## src/rtl/cnt_display_pkg.sv

```systemverilog
// Shared types and constants for the two-digit multiplexed count display.
// The state enum, the 7-segment table and the blank/off codes live here so the decoder and the top agree.
package cnt_display_pkg;

    typedef enum logic [1:0] {
        S_BLANK0 = 2'd0,
        S_ONES   = 2'd1,
        S_BLANK1 = 2'd2,
        S_TENS   = 2'd3
    } state_t;

    localparam logic [6:0] SEG_BLANK = 7'h7F;
    localparam logic [1:0] DIG_OFF   = 2'b11;
    localparam logic [1:0] DIG_ONES  = 2'b10;
    localparam logic [1:0] DIG_TENS  = 2'b01;

    // Active-low {g,f,e,d,c,b,a} patterns for decimal digits 0..9
    localparam logic [6:0] SEG_TABLE [10] = '{
        7'h40, 7'h79, 7'h24, 7'h30, 7'h19,
        7'h12, 7'h02, 7'h78, 7'h00, 7'h10
    };

    function automatic logic [3:0] ones_of(input logic [3:0] value);
        return (value >= 4'd10) ? value - 4'd10 : value;
    endfunction

    function automatic logic tens_of(input logic [3:0] value);
        return (value >= 4'd10);
    endfunction

endpackage

```

## src/rtl/cnt_display_seg7_dec.sv

```systemverilog
// Combinational decimal-digit to active-low 7-segment decoder.
// Codes above 9 cannot come from the decimal split; they decode to all segments off.
module seg7_dec
    import cnt_display_pkg::*;
(
    input  logic [3:0] digit,
    output logic [6:0] seg_n
);

    always_comb begin
        seg_n = SEG_BLANK;
        if (digit < 4'd10) begin
            seg_n = SEG_TABLE[digit];
        end
    end

endmodule

```

## src/rtl/cnt_display.sv

```systemverilog
// Two-digit multiplexed display of a 4-bit counter, with blanking gaps between digits.
// Optional leading-zero blanking of the tens digit is enabled with macro CNT_DISPLAY_LZB_EN.
//
// state    | meaning
// S_BLANK0 | both digits off; leaving it latches the new frame value
// S_ONES   | ones digit driven for SCAN_DIV cycles
// S_BLANK1 | both digits off between ones and tens
// S_TENS   | tens digit driven for SCAN_DIV cycles
module cnt_display
    import cnt_display_pkg::*;
#(
    parameter int SCAN_DIV  = 4,
    parameter int BLANK_CYC = 1
) (
    input  logic       clk,
    input  logic       rst_n,
    input  logic [3:0] cnt_in,
    output logic [6:0] seg_n,
    output logic [1:0] dig_n,
    output logic       disp_chg
);

    localparam int MAX_CYC = (SCAN_DIV > BLANK_CYC) ? SCAN_DIV : BLANK_CYC;
    localparam int TW      = (MAX_CYC > 1) ? $clog2(MAX_CYC) : 1;
    localparam logic [TW-1:0] SCAN_LAST  = TW'(SCAN_DIV - 1);
    localparam logic [TW-1:0] BLANK_LAST = TW'(BLANK_CYC - 1);

    state_t        state;
    state_t        state_nx;
    logic [TW-1:0] timer;
    logic [3:0]    cnt_q;
    logic [3:0]    disp_q;
    logic [3:0]    disp_nx;
    logic          phase_last;
    logic          load;
    logic [3:0]    digit_sel;
    logic [6:0]    seg_dec;
    logic [6:0]    seg_d;
    logic [1:0]    dig_d;

    always_comb begin
        if ((state == S_ONES) || (state == S_TENS)) begin
            phase_last = (timer == SCAN_LAST);
        end else begin
            phase_last = (timer == BLANK_LAST);
        end

        state_nx = state;
        if (phase_last) begin
            case (state)
                S_BLANK0: state_nx = S_ONES;
                S_ONES:   state_nx = S_BLANK1;
                S_BLANK1: state_nx = S_TENS;
                S_TENS:   state_nx = S_BLANK0;
                default:  state_nx = S_BLANK0;
            endcase
        end
    end

    // The frame value is captured only when the ones digit starts, so a frame never tears
    assign load    = (state == S_BLANK0) && (state_nx == S_ONES);
    assign disp_nx = load ? cnt_q : disp_q;

    assign digit_sel = (state_nx == S_TENS) ? {3'b000, tens_of(disp_nx)} : ones_of(disp_nx);

    seg7_dec u_seg7_dec (
        .digit (digit_sel),
        .seg_n (seg_dec)
    );

    // Outputs are computed from the next state so the registered pins line up with the state register
    always_comb begin
        seg_d = SEG_BLANK;
        dig_d = DIG_OFF;
        case (state_nx)
            S_ONES: begin
                seg_d = seg_dec;
                dig_d = DIG_ONES;
            end
            S_TENS: begin
`ifdef CNT_DISPLAY_LZB_EN
                if (tens_of(disp_nx)) begin
                    seg_d = seg_dec;
                    dig_d = DIG_TENS;
                end
`else
                seg_d = seg_dec;
                dig_d = DIG_TENS;
`endif
            end
            default: begin
                seg_d = SEG_BLANK;
                dig_d = DIG_OFF;
            end
        endcase
    end

    always_ff @(posedge clk or negedge rst_n) begin
        if (!rst_n) begin
            state    <= S_BLANK0;
            timer    <= '0;
            cnt_q    <= 4'd0;
            disp_q   <= 4'd0;
            disp_chg <= 1'b0;
            seg_n    <= SEG_BLANK;
            dig_n    <= DIG_OFF;
        end else begin
            cnt_q    <= cnt_in;
            state    <= state_nx;
            timer    <= (state_nx != state) ? '0 : timer + 1'b1;
            disp_q   <= disp_nx;
            disp_chg <= load && (cnt_q != disp_q);
            seg_n    <= seg_d;
            dig_n    <= dig_d;
        end
    end

endmodule

```

## config.mk

```make
export PLATFORM = sky130hd
export DESIGN_NAME = cnt_display
export DESIGN_NICKNAME = d
export VERILOG_FILES = /design/src/rtl/cnt_display_pkg.sv /design/src/rtl/cnt_display_seg7_dec.sv /design/src/rtl/cnt_display.sv
export SDC_FILE = /design/constraint.sdc
export NUM_CORES = 1
export LEC_CHECK = 0
export BUFFER_PORTS_ARGS = -buffer_cell sky130_fd_sc_hd__buf_2
export CORE_ASPECT_RATIO = 1.2
export CORE_UTILIZATION = 35
export CTS_CLUSTER_DIAMETER = 60
export DETAILED_ROUTE_END_ITERATION = 12
export PLACE_DENSITY = 0.56
export SLEW_MARGIN = 5
export SYNTH_ARGS = -nofsm -noshare
export SYNTH_HDL_FRONTEND = slang
export SYNTH_SLANG_ARGS = --single-unit
```

## constraint.sdc

```tcl
create_clock -name clk -period 4.47 [get_ports clk]
set_clock_uncertainty 0.1 [all_clocks]
set_input_delay 0.447 -clock clk [delete_from_list [all_inputs] [get_ports clk]]
set_output_delay 0.447 -clock clk [all_outputs]
set_load 0.01 [all_outputs]
```

## Word-level counts from Yosys, hierarchy flattened

Memory sizes are Yosys's and may differ from the RTL's.
Cells that the tools add are included.

| cells by class | value |
|---|---|
| reduce and logical (&&, ||, !) cells | 6 |
| bitwise operators | 1 |
| $add $sub $neg | 2 |
| mux-type cells | 12 |
| eq/ne operators | 8 |
| order comparisons | 3 |

Operators by type and width:

| kind | number |
|---|---|
| 2-to-1 mux 7 bit | 4 |
| 2-to-1 mux 4 bit | 3 |
| equality test 2 bit (second input constant) | 4 |
| one-hot mux 2 bit (4 select lines) | 1 |
| greater-or-equal comparator 5 bit (second input constant) | 1 |
| NOT 4 -> 5 bit | 1 |
| equality test 2 x 1 -> 1 bit (second input constant) | 2 |
| greater-or-equal comparator 4 bit (second input constant) | 1 |
| zero test 2 bit | 2 |
| less-than comparator 4 bit (second input constant) | 1 |
| 2-to-1 mux 2 bit | 2 |
| inequality test 4 bit | 1 |
| one-hot mux 2 bit (2 select lines) | 1 |
| subtractor 4 bit (second input constant) | 1 |
| adder 2 x 1 -> 2 bit (second input constant) | 1 |
| logical AND 1 bit | 2 |
| inequality test 2 bit | 1 |
| OR reduction 2 bit | 1 |
| logical OR 1 bit | 1 |
| 2-to-1 mux 1 bit | 1 |

| word-level totals | value |
|---|---|
| memories kept | 1 |
| output and inout bits | 10 |
| memory bits (read-only) | 112 |
| flip-flop bits (word level) | 22 |
| logic and storage cells | 40 |
| input bits | 6 |

Memories:

| name | words | width | rd ports | clocked after memory_dff | write ports | RTL line | text |
|---|---|---|---|---|---|---|---|
| (no name shown) | 16 | 7 | 1 | 0 | 0 | cnt_display_seg7_dec.sv:13 | `seg_n = SEG_TABLE[digit];` |

## Longest topological paths before layout

| logic depth | value |
|---|---|
| depth after elaboration | 16 |
| mapped depth | 12 |

## Hierarchy

From an unflattened synthesis, not the netlist that was laid out.

| second synthesis, totals | value |
|---|---|
| cell total of the unflattened synthesis | 120 |
| area, all modules | 1305.0 um^2 |

Modules (own cells, without submodules):

| module | area each (um^2) | instances | seq. area each (um^2) | cells each |
|---|---|---|---|---|
| cnt_display | 1107.3 | 1 | 561.8 | 90 |
| seg7_dec | 197.7 | 1 | 0.0 | 30 |

## Worst setup path before layout

Ideal clock, no wire load.

| path | value |
|---|---|
| kind | flip-flop to flip-flop |
| start point | register state[1] |
| end point | register seg_n[6] |
| cell stages (with the launch flop) | 13 |
| path buffers | 1 |
| data required time | 4.292 ns |
| data arrival time | 3.095 ns |
| slack | 1.197 ns |
| cell sequence | dfrtp_1 -> inv_1 -> ha_1 -> or3b_4 -> a21o_1 -> buf_6 -> nand2_1 -> mux2i_1 -> ha_1 -> or2_2 -> o32ai_1 -> nand3b_1 -> a31o_1 |

| between the ends | value |
|---|---|
| cells in the longest elaborated chain, start to end | 16 |

RTL lines:

| element | RTL line | text |
|---|---|---|
| start, declared | cnt_display.sv:28 | `state_t state;` |
| start signal, assigned | cnt_display.sv:109 | `state <= state_nx;` |
| parallel branches: the longest is 15 deep, another holds memory (16 x 7 bit) | - |  |
| 2-to-1 mux 7 bit (*) | cnt_display.sv:75 | `case (state_nx)` |
| named net seg_d[6] | cnt_display.sv:38 | `logic [6:0] seg_d;` |
| end signal, assigned | cnt_display.sv:113 | `seg_n <= seg_d;` |
| end, declared | cnt_display.sv:18 | `output logic [6:0] seg_n,` |

Mark *: on every way through the listed nets, which the timed path passes. The select of a mux whose other input is x is not followed.

## Worst setup path in the final report

Same ends and word-level chain as after synthesis.

==> flow_summary.json <==
{
  "status": "finished, final reports clean",
  "period_share": 0.8417,
  "cts_buffer_depth": 2,
  "die_width_um": 61.87,
  "setup_violations": 0,
  "final_layout_size_suffix_gt1_frac": 0.2262,
  "cts_hold_buffers": 0,
  "netlist_area_um2": 1505,
  "fmax_mhz": 265.8,
  "ir_drop_uv": 118.1,
  "area_growth_pct": 10.47,
  "fin_nets": 188,
  "drv_slew": 0,
  "arrival_ps": 3860,
  "cp-start-kind": "flip-flop",
  "required_ps": 4570,
  "rsz0062_at_grt": "false",
  "switching_share": 0.2519,
  "ys_types": 50,
  "power_uw": 388.5,
  "hpwl_um": 2438,
  "cp_max_fo": 10,
  "worstSetupPathType": "flip-flop to flip-flop",
  "slew-limit-headroom": 0.6388,
  "synth_edf_count": 0,
  "p_clk_frac": 0.324,
  "p_int_uw": 290.7,
  "crit_start": "state[1]",
  "cts_root_buf": "clkbuf_8",
  "dieHeight_um": 73.84,
  "antennaDiodeCount": 0,
  "clkLatencyLatePin_ps": 270,
  "synth_warnings": 0,
  "setup-tns-final_ps": 0,
  "switchingPower_uw": 97.85,
  "wl_per_cell_um": 13.95,
  "finish.instance_area_um2": 1663,
  "gr-total-overflow": 0,
  "comb_power_share": 0.125,
  "p_seq_frac": 0.551,
  "drtIter0Drc": 33,
  "cap_violations": 0,
  "r2r-start": "state[1]",
  "cts_max_level": 1,
  "firstDrtPassIters": 4,
  "cts_buffers": 3,
  "power_density_nw_per_um2": 233.7,
  "synth_top_flop_cell": "dfrtp_1",
  "synthesis.nets": 172,
  "post_cts_buffers": 0,
  "pin_count": 16,
  "core_um2": 4035,
  "ant_nets": 0,
  "ys_seq_elements": 22,
  "synth_cells": 153,
  "hp-class": "input pin to async pin",
  "tightest_slew_ps": 528.1,
  "clk_pin_slew_worst_paths_ps": 80,
  "post-route-min-period_ps": 3762,
  "rows": 25,
  "p_leak_nw": 0.7509,
  "async_flop_share": 1.000,
  "grt_pass1_wl_um": 4940,
  "via_per_inst": 5.221,
  "syn_area_per_cell_um2": 9.838,
  "place_area_um2": 1618,
  "wl_um": 3096,
  "cts_tree": "built",
  "grt_pass1_vias": 1128,
  "clkSinkCount": 22,
  "antenna_found_initial": 0,
  "via_count": 1159,
  "gr-usage-all-layers": 0.1508,
  "critical_path.endpoint_type": "flip-flop",
  "initial_utilization": 0.3730,
  "dieArea_um2": 4568,
  "gp_congestion": 0.8901,
  "ctsResizeCount": 0,
  "grt_max_degree": 23,
  "portBuffers": 15,
  "seq_area_frac_synth": 0.3732,
  "hold_viol": 0,
  "drc": 0
}
==> Yosys cell counts, types with 2 or more instances <==
| library cell | count | area, um^2 |
|---|---|---|
| xor2_1 | 4 | 35.03 |
| a21oi_1 | 8 | 40.04 |
| nand2b_1 | 2 | 12.51 |
| o31ai_1 | 3 | 22.52 |
| buf_4 | 2 | 15.01 |
| nand3b_1 | 2 | 15.01 |
| mux2i_1 | 5 | 50.05 |
| a211oi_1 | 2 | 15.01 |
| inv_1 | 12 | 45.04 |
| nor2b_1 | 3 | 18.77 |
| nor2_1 | 6 | 22.52 |
| nand2_1 | 8 | 30.03 |
| o21ai_1 | 8 | 40.04 |
| ha_1 | 13 | 162.7 |
| a21boi_0 | 3 | 22.52 |
| dfrtp_1 | 13 | 325.3 |
| and3_1 | 5 | 31.28 |
| dfstp_2 | 9 | 236.5 |
| and2_1 | 2 | 12.51 |
| nor4b_1 | 2 | 17.52 |
| xnor2_1 | 2 | 17.52 |
| o21ai_0 | 7 | 35.03 |
| nand3_1 | 5 | 25.02 |
==> per-layer routing <==
metal / vias to the layer above / global-route usage / share of wire
met5: - / 0 / 0
met4: 0 / 0.07901 / 0.024
met3: 5 / 0.02113 / 0.016
met2: 10 / 0.2593 / 0.53
met1: 568 / 0.1768 / 0.43
li1: 576 / - / -
==> path summary, 6_finish.rpt <==
| path | slack [ps] | cells after the start | endpoint |
|---|---|---|---|
| max in group asynchronous | 3890 | 1 | seg_n[1] |
| min in group clk | 180 | 1 | cnt_q[3] |
| min reg2reg | 370 | 1 | timer[0] |
| max | 710 | 11 | seg_n[6] |
| min | 20 | 1 | disp_q[1] |
| max reg2reg | 710 | 11 | seg_n[6] |
==> layout by cell type (no fill, tap or decap), types with 3 or more instances in the layout <==
master / n
a21boi_0: 3
a21oi_1: 8
and3_1: 5
buf_2: 15
clkbuf_8: 3
dfrtp_1: 13
dfstp_2: 9
ha_1: 13
inv_1: 12
mux2i_1: 5
nand2_1: 8
nand3_1: 5
nor2_1: 6
nor2b_1: 3
o21ai_0: 7
o21ai_1: 8
o31ai_1: 3
xor2_1: 4
==> cells by family (layout without fill, tap and decap cells) <==
group,Yosys count,count (layout),share of synthesized area
and+or+nand+nor,46,46,0.1854
muxes,5,5,0.03325
adders and majority gates,13,13,0.1081
DFF,22,22,0.3732
xor gates and xnor gates,6,6,0.03491
AOI/OAI and AO/OA,45,45,0.2153
buffers and inverters,16,31,0.04987
==> per-stage QoR <==
| step | setup slack, ps | std cells | hold slack, ps | util |
|---|---|---|---|---|
| 6_report | 707.8 | 222 | 22.85 | 0.4121 |
| 5_1_grt | 488.6 | 222 | 45.31 | 0.4121 |
| 4_1_cts | 746.7 | 222 | 49.34 | 0.4121 |
| 3_5_place_dp | 768.7 | 218 | 333.4 | 0.4009 |
| 3_3_place_gp | 1002 | 218 | 320.2 | 0.4009 |
| 2_1_floorplan | 1197 | 153 | 51.41 | - |
==> sequential cells by signal (all words and copies together) (netlist names) <==
register	cells
cnt_q	4
dig_n	2
disp_chg	1
disp_q	4
seg_n	7
state	2
timer	2
==> critical path: stages, from the launching register on <==
cell and delay (ps):
dfrtp_1 450, inv_1 120, ha_1 240, o21a_1 230, or3_1 520, nand2_1 260, mux2i_1 280, ha_1 330
or2_2 290, o32ai_1 460, nand3b_1 160, a31o_1 240
==> power groups by stage <==
stage / Sequential [mW] / Clock, mW / Combinational (mW)
CTS: 0.214 / 0.131 / 0.0494
finish: 0.214 / 0.126 / 0.0487
detailed placement: 0.217 / 0 / 0.0491
floorplan: 0.216 / 0 / 0.0341
global route: 0.215 / 0.139 / 0.0547
global placement: 0.217 / 0 / 0.0486
==> cell type report <==
class                      count  area (um^2)
fill                         405         2372
multi-input combinational    115        868.3
sequential                    22        561.8
timing repair buffer          15        75.07
tap                           54        67.56
clock buffer                   4        45.04
inverter                      12        45.04
(Power assumes the default switching activity.)
